==> src/rtl/min_weight_solution_sink_pkg.sv <==
// Shared aoc package: state types and width helpers used by the stream blocks.
package aoc_pkg;

  typedef enum logic [0:0] {
    STATE__RECEIVE = 1'b0,
    STATE__REPORT  = 1'b1
  } state_t;

  // Bits needed to hold a popcount of n bits (0..n inclusive).
  function automatic int weight_width(input int n);
    return $clog2(n + 1);
  endfunction

endpackage

==> src/rtl/min_weight_solution_sink_if.sv <==
// AXI-stream style handshake bundle carrying solution frames.
interface axi_stream_if #(
  parameter int DATA_WIDTH = 8
);
  logic                  tvalid;
  logic                  tready;
  logic [DATA_WIDTH-1:0] tdata;
  logic                  tlast;

  modport master (output tvalid, output tdata, output tlast, input tready);
  modport slave  (input tvalid, input tdata, input tlast, output tready);
endinterface

==> src/rtl/min_weight_solution_sink_popcount.sv <==
// Combinational popcount over the n MSB-aligned bits of a MAX_N-bit vector.
module popcount
  import aoc_pkg::*;
#(
  parameter int MAX_N = 8
) (
  input  logic [MAX_N-1:0]               bits,
  input  logic [weight_width(MAX_N)-1:0] n,
  output logic [weight_width(MAX_N)-1:0] count
);
  localparam int CW = weight_width(MAX_N);

  always_comb begin
    count = '0;
    for (int unsigned i = 0; i < MAX_N; i++) begin
      count = count + CW'(bits[MAX_N-1-i] && (i < 32'(n)));
    end
  end
endmodule

==> src/rtl/min_weight_solution_sink.sv <==
// Tracks the minimum solution popcount per frame, reports it with a
// valid/ready handshake, and accumulates accepted minima across frames.
module min_weight_solution_sink
  import aoc_pkg::*;
#(
  parameter int DATA_WIDTH = 8,
  parameter int WEIGHT_W   = weight_width(DATA_WIDTH),
  parameter int SUM_W      = 16,
  parameter int BEATS_W    = 16
) (
  input  logic                clk,
  input  logic                rst,
  axi_stream_if.slave         solution_stream,
  input  logic                clear,
  output logic [WEIGHT_W-1:0] min_weight,
  output logic [BEATS_W-1:0]  frame_beats,
  output logic                min_valid,
  input  logic                min_ready,
  output logic [SUM_W-1:0]    total_sum,
  output logic [BEATS_W-1:0]  frame_count
);
  localparam int PCW = weight_width(DATA_WIDTH);

  state_t state, state_next;

  logic [PCW-1:0]      pc_count;
  logic [WEIGHT_W-1:0] weight;
  logic [WEIGHT_W-1:0] running_min, min_next;
  logic [BEATS_W-1:0]  beat_cnt, cnt_next;
  logic                first;
  logic                accept, take;
  logic [SUM_W-1:0]    sum_base, sum_next;
  logic [SUM_W:0]      sum_ext;
  logic [BEATS_W-1:0]  count_base, count_next;

  popcount #(.MAX_N(DATA_WIDTH)) u_popcount (
    .bits  (solution_stream.tdata),
    .n     (PCW'(DATA_WIDTH)),
    .count (pc_count)
  );

  assign weight = WEIGHT_W'(pc_count);
  assign accept = solution_stream.tvalid && solution_stream.tready;
  assign take   = min_valid && min_ready;

  always_ff @(posedge clk) begin
    if (rst) state <= STATE__RECEIVE;
    else     state <= state_next;
  end

  always_comb begin
    state_next = state;
    case (state)
      STATE__RECEIVE: if (accept && solution_stream.tlast) state_next = STATE__REPORT;
      STATE__REPORT:  if (min_ready) state_next = STATE__RECEIVE;
      default:        state_next = STATE__RECEIVE;
    endcase
  end

  always_comb begin
    solution_stream.tready = (state == STATE__RECEIVE);
    min_valid              = (state == STATE__REPORT);
  end

  always_comb begin
    min_next = first ? weight : ((weight < running_min) ? weight : running_min);
    if (first)               cnt_next = BEATS_W'(1);
    else if (beat_cnt == '1) cnt_next = beat_cnt;
    else                     cnt_next = beat_cnt + 1'b1;
  end

  always_ff @(posedge clk) begin
    if (rst) begin
      running_min <= '0;
      beat_cnt    <= '0;
      first       <= 1'b1;
      min_weight  <= '0;
      frame_beats <= '0;
    end else if (accept) begin
      running_min <= min_next;
      beat_cnt    <= cnt_next;
      first       <= solution_stream.tlast;
      if (solution_stream.tlast) begin
        min_weight  <= min_next;
        frame_beats <= cnt_next;
      end
    end
  end

  // clear zeroes the base first, so a coincident acceptance lands on zero.
  always_comb begin
    sum_base   = clear ? '0 : total_sum;
    sum_ext    = {1'b0, sum_base} + (SUM_W+1)'(min_weight);
    sum_next   = sum_ext[SUM_W] ? '1 : sum_ext[SUM_W-1:0];
    count_base = clear ? '0 : frame_count;
    count_next = (count_base == '1) ? count_base : count_base + 1'b1;
  end

  always_ff @(posedge clk) begin
    if (rst) begin
      total_sum   <= '0;
      frame_count <= '0;
    end else if (take) begin
      total_sum   <= sum_next;
      frame_count <= count_next;
    end else if (clear) begin
      total_sum   <= '0;
      frame_count <= '0;
    end
  end
endmodule

==> src/flat_wrapper.sv <==
// flat-port wrapper written by rule: the top's interface ports become plain ports
module min_weight_solution_sink_flat import aoc_pkg::*;
#(
  parameter int DATA_WIDTH = 8,
  parameter int WEIGHT_W   = weight_width(DATA_WIDTH),
  parameter int SUM_W      = 16,
  parameter int BEATS_W    = 16
)
  (clk, rst, clear, min_weight, frame_beats, min_valid, min_ready, total_sum, frame_count, solution_stream_tvalid, solution_stream_tdata, solution_stream_tlast, solution_stream_tready);
  axi_stream_if #(.DATA_WIDTH(DATA_WIDTH)) solution_stream_i ();
  input  logic clk;
  input  logic rst;
  input  logic clear;
  output logic [WEIGHT_W-1:0] min_weight;
  output logic [BEATS_W-1:0] frame_beats;
  output logic min_valid;
  input  logic min_ready;
  output logic [SUM_W-1:0] total_sum;
  output logic [BEATS_W-1:0] frame_count;
  input wire logic [$bits(solution_stream_i.tvalid)-1:0] solution_stream_tvalid;
  input wire logic [$bits(solution_stream_i.tdata)-1:0] solution_stream_tdata;
  input wire logic [$bits(solution_stream_i.tlast)-1:0] solution_stream_tlast;
  output wire logic [$bits(solution_stream_i.tready)-1:0] solution_stream_tready;
  assign solution_stream_i.tvalid = solution_stream_tvalid;
  assign solution_stream_i.tdata = solution_stream_tdata;
  assign solution_stream_i.tlast = solution_stream_tlast;
  assign solution_stream_tready = solution_stream_i.tready;
  min_weight_solution_sink #(.DATA_WIDTH(DATA_WIDTH), .WEIGHT_W(WEIGHT_W), .SUM_W(SUM_W), .BEATS_W(BEATS_W)) u_core (.clk(clk), .rst(rst), .solution_stream(solution_stream_i), .clear(clear), .min_weight(min_weight), .frame_beats(frame_beats), .min_valid(min_valid), .min_ready(min_ready), .total_sum(total_sum), .frame_count(frame_count));
endmodule
==> config.mk <==
export PLATFORM = sky130hd
export DESIGN_NAME = min_weight_solution_sink_flat
export DESIGN_NICKNAME = d
export VERILOG_FILES = /design/src/rtl/min_weight_solution_sink_pkg.sv /design/src/rtl/min_weight_solution_sink_if.sv /design/src/rtl/min_weight_solution_sink_popcount.sv /design/src/rtl/min_weight_solution_sink.sv /design/src/flat_wrapper.sv
export SDC_FILE = /design/constraint.sdc
export NUM_CORES = 1
export LEC_CHECK = 0
export CAP_MARGIN = 0
export CORE_ASPECT_RATIO = 0.6
export CORE_MARGIN = 8
export CORE_UTILIZATION = 30
export DETAILED_ROUTE_END_ITERATION = 8
export SLEW_MARGIN = 20
export SYNTH_ARGS = -nofsm -noshare
export SYNTH_HDL_FRONTEND = slang
export SYNTH_HIERARCHICAL = 1
export SYNTH_SLANG_ARGS = --single-unit
export TNS_END_PERCENT = 20
==> constraint.sdc <==
create_clock -name clk -period 7.65 [get_ports clk]
set_input_delay 1.53 -clock clk [delete_from_list [all_inputs] [get_ports clk]]
set_output_delay 1.53 -clock clk [all_outputs]
set_load 0.01 [all_outputs]
==> flow_metrics.py <==
metrics = {
    "logic_synthesis": {
        "synth_seq_area_share": 0.352,
        "syn_avg_cell_area_sq_um": 8.13,
        "synthesis.area_sq_um": 4200,
        "synth_compound_area_frac": 0.186,
        "synth-simple-area-share": 0.289,
        "synthTopCellsByCount": "dfxtp_1, nand2_1, nor2_1",
        "synth-seq-cells": 74,
        "synth-edff-count": 0,
        "yosysTopAreaCell": "dfxtp_1",
        "synthFlopType": "dfxtp_1",
        "synthCells": 517,
        "synth_most_common_cell": "dfxtp_1",
        "synth_top_family_by_area": "simple AND/OR/NAND/NOR gates",
        "synth_mux_area_frac": 0.0241,
        "synth.top_cell.area_share": 0.352,
        "synth_xor_area_frac": 0.0458,
        "yosysWarnings": 6,
        "ys_types": 64,
        "synthAdderAreaFrac": 0.0595,
        "netlist_top_cells_area": "dfxtp_1, nand2_1, a21oi_1, xnor2_1, o21ai_0",
        "ys_async_sr_fraction": 0,
    },
    "sta": {
        "skew_ns": 0.00921,
        "slew_viol_final": 0,
        "fin_crit_sh": 0.764,
        "rsz0062_at_grt": "no",
        "setup_tns_ns": 0,
        "timing.fmax_mhz": 171,
        "slew_headroom": 0.290,
        "layout_setup_ws_ns": 1.81,
        "finalSetupViolCount": 0,
        "hold_violations": 0,
        "tightest_slew_ns": 1.06,
        "fin_crit_ns": 5.84,
    },
    "clock_tree": {
        "cts_root_buf": "clkbuf_16",
        "post_cts_buffers": 0,
        "htreeDepth": 3,
        "cts_hold_buffers": 0,
        "cts_made_buffers": 9,
        "clock-sinks": 74,
        "cts_tree": "done",
        "path_clk_slew_ns": 0.06,
        "ctsLongestPathBuffers": 2,
        "insertion_delay_ns": 0.34,
        "cts_resized": 0,
    },
    "critical_path": {
        "max_stage_delay_ns": 0.66,
        "crit_fanout": 6,
        "cp_top_family": "adder cells",
        "cp_common_cell": "fa_1",
        "reg2regPathDepth": 7,
        "required_ns": 7.93,
        "cp_slowest_cell": "or4b_2",
        "critPathKind": "in -> reg",
        "crit_chain": "clkdlybuf4s50_1 -> nand2_1 -> o21ai_1 -> fa_1 -> inv_1 -> fa_1 -> inv_1 -> fa_1 -> ha_1 -> inv_1 -> fa_1 -> xnor2_1 -> ha_1 -> nand2_1 -> o21ai_0 -> a21oi_1 -> or4b_2 -> nand3_1",
        "critPathCaptureType": "register",
        "crit_buf_inv": 4,
        "crit_arrival_ns": 6.12,
        "r2r-end": "u_core/total_sum[3]",
        "crit_path_start": "solution_stream_tdata[3]",
        "cp-endpoint": "u_core/min_weight[0]",
        "reg2reg_slack_ns": 5.02,
        "start_kind": "input pin",
        "path_depth": 18,
        "r2r_start": "u_core/total_sum[0]",
    },
    "power": {
        "powerDensity_nw_per_um2": 185,
        "p_leak_nw": 1.90,
        "ir_drop_mv": 0.0988,
    },
    "routing": {
        "post_drt_wl_per_cell_microns": 15.2,
        "firstDrtPassIters": 5,
        "drc": 0,
        "routed_wl_microns": 12000,
        "initialDrtViolationCount": 279,
        "num_vias": 4044,
        "vias_per_cell": 5.11,
        "ant_nets": 0,
    },
    "global_route": {
        "met1_usage": 0.183,
        "grtUsageTotal": 0.131,
        "antenna_found_initial": 0,
        "grtUsageMet3": 0.0384,
        "overflow": 0,
        "grt_pass1_vias": 3837,
        "top_usage_layer": "met2",
        "grt_pass1_wl_microns": 19500,
        "grtUsageMet2": 0.197,
        "grt_max_degree": 58,
    },
    "finish": {
        "multi_input_area_sq_um": 2630,
        "nets": 625,
        "design_area_sq_um": 5450,
        "antenna_cells": 0,
        "drive_gt1_frac": 0.0518,
        "utilization": 0.399,
        "seq_area_sq_um": 1480,
        "area_growth_pct": 29.6,
        "n_fill_cell": 1390,
    },
    "floorplanning": {
        "die-area_sq_um": 18200,
        "die_x_microns": 169,
        "rows": 33,
        "io_pins": 68,
        "initial_utilization": 0.308,
        "core_area_sq_um": 13700,
        "fp.dieH_microns": 108,
    },
    "placement": {
        "post-dp-hpwl_microns": 8870,
        "post-place-ws_ns": 1.47,
        "gp_congestion": 0.858,
        "io_buffers": 67,
        "post_dp_cell_area_sq_um": 5120,
    },
    "run": {
        "cap_violations": 0,
    },
    "outcome": {
        "outcome": "finished, final reports clean",
    },
    "worst_hold_path": {
        "hold_class": "reg -> reg",
    },
}
## registers in the layout, indices dropped and copies added (netlist names)
name,flops
u_core/frame_count,16
u_core/min_weight,4
u_core/beat_cnt,16
u_core/first,1
u_core/frame_beats,16
u_core/total_sum,16
u_core/running_min,4
u_core/min_valid,1
## per-stage QoR
stage,instances,hold slack [ns],total power (W)
2_1_floorplan,536,0.460,0.000507
5_1_grt,791,0.477,0.00106
4_1_cts,791,0.445,0.00102
3_3_place_gp,775,0.432,0.000548
6_report,791,0.438,0.00101
3_5_place_dp,775,0.436,0.000555
## worst reg2reg max path, cell delays in order, from the launching register on
cell and delay [ns]:
dfxtp_1 0.33, nor2b_1 0.18, ha_1 0.23, fa_1 0.24, nand3_1 0.17, a211oi_2 0.58, nand3_1 0.51, a21oi_1 0.30
## worst min-delay path by stage
stage,from,end,cells past startpoint
after CTS,u_core/frame_beats[0],u_core/frame_beats[0],2
final,u_core/frame_beats[0],u_core/frame_beats[0],2
after global routing,u_core/frame_beats[0],u_core/frame_beats[0],2
after floorplan,u_core/running_min[1],u_core/running_min[1],2
after global placement,u_core/frame_beats[2],u_core/frame_beats[2],2
after detailed placement,u_core/frame_beats[0],u_core/frame_beats[0],2
## layout make-up
type | instances | area share
multi-input combinational | 418 | 0.482
inverter | 20 | 0.0138
clock buffer | 10 | 0.0439
timing repair buffer | 71 | 0.128
tap | 192 | 0.0441
sequential | 74 | 0.272
clock inverter | 6 | 0.0163
## power breakdown
group	total [W]	switching, W	leakage [nW]	internal [W]
Sequential	0.000407	0.0000122	0.598	0.000395
Combinational	0.000139	0.0000812	1.15	0.0000579
Clock	0.000464	0.000169	0.155	0.000295
Total	0.00101	0.000262	1.90	0.000748
## layout by cell type (no fill, tap or decap), drive strengths merged, types with 3 or more instances in the layout
cell type       n
a32oi           3
nor2           37
nand3b          3
and4b           3
nand4           9
conb           21
buf             5
a41oi           3
o21ai          33
a31oi           3
a211oi          9
clkbuf         10
a21boi          4
nor2b          20
a21o            5
clkdlybuf4s50  66
and3            7
ha             12
nand2          53
nor3           20
nor3b           4
or3             3
o31ai           4
inv            20
a21oi          35
nor4b           4
a22oi           3
mux2i           9
nand2b          3
or4             6
fa              5
and4            7
a22o            4
nor4            8
and2            7
nand3          27
xnor2          20
dfxtp          74
## cell families (layout without fill, tap and decap cells)
group | Yosys count | in the layout
adder cells (fa/ha/maj) | 17 | 17
buffers and inverters | 44 | 107
AND/OR/NAND/NOR | 226 | 226
XOR/XNOR | 22 | 22
flip-flops | 74 | 74
AO/OA/AOI/OAI | 122 | 122
other | 2 | 21
multiplexers | 10 | 10
## metal layers
layer | up-vias | part of all wire
li1 | 2003 | -
met1 | 1927 | 0.48
met2 | 109 | 0.44
met3 | 5 | 0.073
met4 | 0 | 0.0048
met5 | - | 0
(Power assumes the default switching activity.)
==> edit 1 (same flow settings) <==
`DATA_WIDTH` is set to 8 in 3 places; all go to 10.
--- a/src/rtl/min_weight_solution_sink_if.sv
+++ b/src/rtl/min_weight_solution_sink_if.sv
@@ -1,6 +1,6 @@
 // AXI-stream style handshake bundle carrying solution frames.
 interface axi_stream_if #(
-  parameter int DATA_WIDTH = 8
+  parameter int DATA_WIDTH = 10
 );
   logic                  tvalid;
   logic                  tready;
--- a/src/rtl/min_weight_solution_sink.sv
+++ b/src/rtl/min_weight_solution_sink.sv
@@ -3,7 +3,7 @@
 module min_weight_solution_sink
   import aoc_pkg::*;
 #(
-  parameter int DATA_WIDTH = 8,
+  parameter int DATA_WIDTH = 10,
   parameter int WEIGHT_W   = weight_width(DATA_WIDTH),
   parameter int SUM_W      = 16,
   parameter int BEATS_W    = 16
--- a/src/flat_wrapper.sv
+++ b/src/flat_wrapper.sv
@@ -1,7 +1,7 @@
 // flat-port wrapper written by rule: the top's interface ports become plain ports
 module min_weight_solution_sink_flat import aoc_pkg::*;
 #(
-  parameter int DATA_WIDTH = 8,
+  parameter int DATA_WIDTH = 10,
   parameter int WEIGHT_W   = weight_width(DATA_WIDTH),
   parameter int SUM_W      = 16,
   parameter int BEATS_W    = 16
Interface: changed (resized solution_stream_tdata); port bits go from 68 to 70. No check against the original RTL was run, so the function may have changed too.
==> edit 1 against the original RTL <==
Routed wire length shrank 0.21%. Sequential cell count is the same. Total power shrank 3.3%. Via count grew 0.32%. Synthesized area grew 3.5%. Setup slack lost 0.12 ns. Hold slack lost 0.0034 ns. Count of clock-buffer cells in the layout grew 3. Final area grew 0.67%. Combinational power grew 24%. Critical path type unchanged. Critical endpoint unchanged. Largest cell class unchanged.
==> edit 1: results (changes against the original RTL) <==
| Metric | Value |
|---|---|
| Worst Min Path Start | `u_core/frame_beats[0] (unchanged)` |
| Drt initial violations | `236 (was 279)` |
| Slew @ Worst Pin | `0.862 ns (was 1.06 ns)` |
| Post-CTS Resized | `0 (unchanged)` |
| P_seq | `0.000412 W (was 0.000407 W)` |
| Sw Share | `27.8% (was 25.9%)` |
| Hold Path Sink | `u_core/frame_beats[0] (unchanged)` |
| Top fanout value on the critical path | `6 (unchanged)` |
| Final Skew | `0.00567 ns (was 0.00921 ns)` |
| Vias in the first global route | `3742 (was 3837)` |
| Cell variety after synth | `75 (was 64)` |
| Antenna violations before repair | `0 (unchanged)` |
| DRT Wirelength | `12.0 mm (about the same)` |
| Top cells by area, synth | `dfxtp_1 (34%), a21oi_1 (3.8%), nand3_1 (3.8%), o21ai_0 (3.8%), nand2_1 (3.5%) (was dfxtp_1 (35%), nand2_1 (4.7%), a21oi_1 (4.2%), xnor2_1 (4.2%), o21ai_0 (3.7%))` |
| Sequential area share after synthesis | `34.1% (was 35.2%)` |
| Inserted Diodes | `0 (unchanged)` |
| IO buf count | `69 (was 67)` |
| Worst-case reg-to-reg path depth | `8 (was 7)` |
| Layout Nets | `626 (was 625)` |
| Post-synth top cells | `dfxtp_1 (74), nand2_1 (41), nor2_1 (37) (was dfxtp_1 (74), nand2_1 (53), nor2_1 (37))` |
| Hpwl dp | `8.85 mm (was 8.87 mm)` |
| Reg2reg end | `u_core/total_sum[8] (was u_core/total_sum[3])` |
| Status | `completed (unchanged)` |
| R2R setup slack | `5.09 ns (was 5.02 ns)` |
| First-pass GRT wire length | `18.8 mm (was 19.5 mm)` |
| Global Route Usage Sum | `12.6% (was 13.1%)` |
| Hold WS | `0.435 ns (was 0.438 ns)` |
| Largest net degree at the start of global routing | `51 (was 58)` |
| Syn Inst Count | `518 (was 517)` |
| Tot Pwr | `0.000977 W (was 0.00101 W)` |
| DR vias/cell | `5.11 (about the same)` |
| Cell taking the most area after synthesis | `dfxtp_1 (unchanged)` |
| GP Congestion | `0.809 (was 0.858)` |
| Met1 wire length | `6.07 mm (was 5.82 mm)` |
| H-tree level count | `3 (unchanged)` |
| Global routing usage on met3 | `4.45% (was 3.84%)` |
| Met1 Use GR | `17.6% (was 18.3%)` |
| Static Leak | `1.93 nW (was 1.90 nW)` |
| Per-cell routed wire length | `15.1 um (was 15.2 um)` |
| Share of cells above drive strength 1 | `6.88% (was 5.18%)` |
| Worst VDD drop | `0.0000932 V (was 0.0000988 V)` |
| Clk pwr | `0.000393 W (was 0.000464 W)` |
| Met2 Usage GRT | `18.1% (was 19.7%)` |
| Placed Cells | `779 (was 775)` |
| Hold/Removal Path Class | `reg -> reg (unchanged)` |
| Synth warn | `6 (unchanged)` |
| Postcts setup bufs | `0 (unchanged)` |
| DR WL met2 | `5.06 mm (was 5.25 mm)` |
| TritonRoute pass-1 iters | `4 (was 5)` |
| Met3 WL post-DR | `781 um (was 871 um)` |
| Reg clk slew, reported paths | `0.06 ns (about the same)` |
edit 1: area by class of cell:
type / instances / area [sq um]
flip-flops and latches: 74 / 1480
clock buffers: 13 / 260
inverters: 19 / 71.3
clock inverters: 2 / 12.5
fillers: 1460 / 8850
repair buffers: 73 / 716
well taps: 198 / 248
multi-input cells: 415 / 2690
edit 1: through the flow:
stage	worst slack, ns	area (sq um)	utilization [%]
final	1.69	5480	38.2
after detailed placement	1.37	5210	36.3
after floorplan	2.13	4410	-
after global placement	1.58	5210	36.3
after CTS	1.71	5480	38.2
after global routing	1.40	5480	38.2
edit 1: worst max-delay path, cell delays in order:
cell,delay (ns)
clkdlybuf4s50_1,0.42
nand2_1,0.07
o21ai_0,0.11
fa_1,0.53
inv_1,0.06
fa_1,0.53
inv_1,0.05
fa_1,0.54
ha_1,0.17
inv_1,0.05
fa_1,0.37
xor2_1,0.37
ha_1,0.23
nand2_1,0.05
o21ai_0,0.23
a21oi_1,0.18
or4b_2,0.65
nand3_1,0.08
edit 1: how the worst max path moves through the flow:
stage                                        start                   end  slack [ns]
after floorplan           solution_stream_tdata[5]  u_core/min_weight[0]        2.13
after global placement    solution_stream_tdata[5]  u_core/min_weight[0]        1.58
after detailed placement  solution_stream_tdata[5]  u_core/min_weight[0]        1.37
after CTS                 solution_stream_tdata[5]  u_core/min_weight[0]        1.71
after global routing      solution_stream_tdata[5]  u_core/min_weight[0]        1.40
final                     solution_stream_tdata[5]  u_core/min_weight[0]        1.69
edit 1: logic make-up after synthesis:
group	count (synthesis)	synth area share (%)
compound gates	125	18.8
other cells	2	0.173
mux	10	2.33
simple gates	223	28.5
fa+ha+maj	18	6.39
buf+inv	45	5.52
flops	74	34.1
xor+xnor	21	4.23
==> edit 2 (config.mk and constraints unchanged) <==
Made on the original files. Put one more register stage on the output `frame_count`. The value now appears one clock later. The other outputs are not delayed to match.
--- a/src/rtl/min_weight_solution_sink.sv
+++ b/src/rtl/min_weight_solution_sink.sv
@@ -20,6 +20,8 @@
   output logic [BEATS_W-1:0]  frame_count
 );
   localparam int PCW = weight_width(DATA_WIDTH);
+
+  logic [BEATS_W-1:0] frame_count_s0;
 
   state_t state, state_next;
 
@@ -92,21 +94,29 @@
     sum_base   = clear ? '0 : total_sum;
     sum_ext    = {1'b0, sum_base} + (SUM_W+1)'(min_weight);
     sum_next   = sum_ext[SUM_W] ? '1 : sum_ext[SUM_W-1:0];
-    count_base = clear ? '0 : frame_count;
+    count_base = clear ? '0 : frame_count_s0;
     count_next = (count_base == '1) ? count_base : count_base + 1'b1;
   end
 
   always_ff @(posedge clk) begin
     if (rst) begin
       total_sum   <= '0;
-      frame_count <= '0;
+      frame_count_s0 <= '0;
     end else if (take) begin
       total_sum   <= sum_next;
-      frame_count <= count_next;
+      frame_count_s0 <= count_next;
     end else if (clear) begin
       total_sum   <= '0;
-      frame_count <= '0;
+      frame_count_s0 <= '0;
     end
   end
+  always_ff @(posedge clk) begin
+    if (rst) begin
+      frame_count <= '0;
+    end else begin
+      frame_count <= frame_count_s0;
+    end
+  end
+
 endmodule
 
Check against the original RTL: not equivalent (a bounded check fails within 4 cycles, from zero or initial values and one cycle with rst high).
==> edit 2 against the original RTL <==
Setup slack lost 0.039 ns. Clock skew grew 0.0012 ns. Synthesized cell count grew 7.5%. Clock power shrank 4.5%. Core utilization shrank 1.7 points. Global-route usage shrank 0.24 points. Sequential power grew 20%. Routed wire length grew 6.1%. Total power grew 6.9%. Count of clock-buffer cells in the layout is the same. Sequential cell count grew 16. Final area grew 7.1%. Non-clock buffer count is the same. Synthesized area grew 11%.
==> edit 2: results (changes against the original RTL) <==
| Metric | Value |
|---|---|
| Status | `completed (unchanged)` |
| Global Route Usage Sum | `12.9% (was 13.1%)` |
| Final Skew | `0.0104 ns (was 0.00921 ns)` |
| Reg2reg end | `u_core/beat_cnt[15] (was u_core/total_sum[3])` |
| Hpwl dp | `9.21 mm (was 8.87 mm)` |
| Worst hold path depth | `2 (unchanged)` |
| Via count | `4288 (was 4044)` |
| Slew @ Worst Pin | `0.934 ns (was 1.06 ns)` |
| CP Data Arrival Time | `6.16 ns (was 6.12 ns)` |
| Post-CTS Resized | `0 (unchanged)` |
| Worst-case reg-to-reg path depth | `6 (was 7)` |
| Static Leak | `2.06 nW (was 1.90 nW)` |
| DP Worst Slack | `1.42 ns (was 1.47 ns)` |
| Worst Min Path Start | `u_core/frame_beats[10] (was u_core/frame_beats[0])` |
| Final critical-path share of the clock period | `76.9% (was 76.4%)` |
| Top cells by area, synth | `dfxtp_1 (39%), nor2b_1 (4.7%), nand2_1 (3.9%), nor2_1 (3.6%), o21ai_0 (3.5%) (was dfxtp_1 (35%), nand2_1 (4.7%), a21oi_1 (4.2%), xnor2_1 (4.2%), o21ai_0 (3.7%))` |
| Layout Nets | `654 (was 625)` |
| Vias in the first global route | `4145 (was 3837)` |
| GP Congestion | `0.884 (was 0.858)` |
| Per-cell routed wire length | `15.3 um (was 15.2 um)` |
| Worst VDD drop | `0.000105 V (was 0.0000988 V)` |
| TritonRoute pass-1 iters | `5 (unchanged)` |
| First-pass GRT wire length | `21.0 mm (was 19.5 mm)` |
| Antenna violations before repair | `0 (unchanged)` |
| Post-synth top cells | `dfxtp_1 (90), nand2_1 (49), nor2_1 (45) (was dfxtp_1 (74), nand2_1 (53), nor2_1 (37))` |
| Largest net degree at the start of global routing | `62 (was 58)` |
| Clock buffers created by TritonCTS | `9 (unchanged)` |
| Share of cells above drive strength 1 | `4.78% (was 5.18%)` |
| Inserted Diodes | `0 (unchanged)` |
| R2R Path Start | `u_core/beat_cnt[0] (was u_core/total_sum[0])` |
| R2R setup slack | `5.30 ns (was 5.02 ns)` |
| Layout fillers | `1537 (was 1390)` |
| Sequential area share after synthesis | `38.6% (was 35.2%)` |
| Clock root buffer master | `clkbuf_16 (unchanged)` |
| Drt initial violations | `254 (was 279)` |
| Hold Path Sink | `u_core/frame_beats[10] (was u_core/frame_beats[0])` |
==> edit 2: cell types whose count changed after synthesis, sizes merged, moves of 7 or more <==
| cell | before | now |
|---|---|---|
| xor2 | 2 | 11 |
| nor2 | 37 | 45 |
| nor2b | 20 | 35 |
| a31oi | 3 | 12 |
| dfxtp | 74 | 90 |
| a21oi | 35 | 28 |
==> edit 2: area by class of cell <==
| cell class | count | share of cell area [%] |
|---|---|---|
| Tap cell | 203 | 4.35 |
| Timing Repair Buffer | 71 | 11.9 |
| Clock inverter | 6 | 0.944 |
| Inverter | 20 | 1.29 |
| Clock buffer | 10 | 4.10 |
| Sequential cell | 90 | 30.9 |
| Multi-Input combinational cell | 431 | 46.5 |
==> edit 2: cells by family after synthesis <==
kind of cell	Yosys count	synth area share, %
buffers and inverters	54	4.80
xor gates and xnor gates	25	4.69
adders and majority gates	17	5.36
muxes	14	3.03
AOI/OAI and AO/OA	126	17.6
DFF	90	38.6
and+or+nand+nor	228	25.8
other	2	0.161
==> edit 2: how the worst max path moves through the flow <==
stage,cells after the start,endpoint,from
after CTS,18,u_core/min_weight[0],solution_stream_tdata[3]
after global placement,18,u_core/min_weight[0],solution_stream_tdata[3]
after detailed placement,18,u_core/min_weight[0],solution_stream_tdata[3]
after floorplan,16,u_core/min_weight[0],solution_stream_tdata[6]
after global routing,18,u_core/min_weight[0],solution_stream_tdata[3]
final,18,u_core/min_weight[0],solution_stream_tdata[3]
==> edit 2: routing by layer <==
metal	routed length [um]	track usage, %	vias to the layer above	part of all wire [%]
li1	-	-	2106	-
met1	6200	17.4	2028	49
met2	5310	18.9	144	42
met3	1120	4.66	10	8.8
met4	103	3.51	0	0.81
met5	0	0	-	0
==> edit 2: through the flow <==
stage / std cells / hold WS [ns] / area [sq um]
global route: 831 / 0.470 / 5830
global placement: 815 / 0.425 / 5540
finish: 831 / 0.445 / 5830
detailed placement: 815 / 0.440 / 5540
CTS: 831 / 0.451 / 5830
floorplan: 575 / 0.445 / 4740
==> edit 2: where the power goes <==
group          total, W  internal [W]  leakage, nW  switching [W]
sequential     0.000490      0.000478        0.727      0.0000116
combinational  0.000146     0.0000580         1.19      0.0000880
clock          0.000443      0.000237        0.146       0.000206
==> edit 2: critical path, delay by kind of cell <==
| family | cells | cell delay, ns |
|---|---|---|
| adders and majority gates | 6 | 2.34 |
| buffers and inverters | 4 | 0.58 |
| and+or+nand+nor | 4 | 0.87 |
| AOI/OAI and AO/OA | 3 | 0.47 |
| xor gates and xnor gates | 1 | 0.36 |
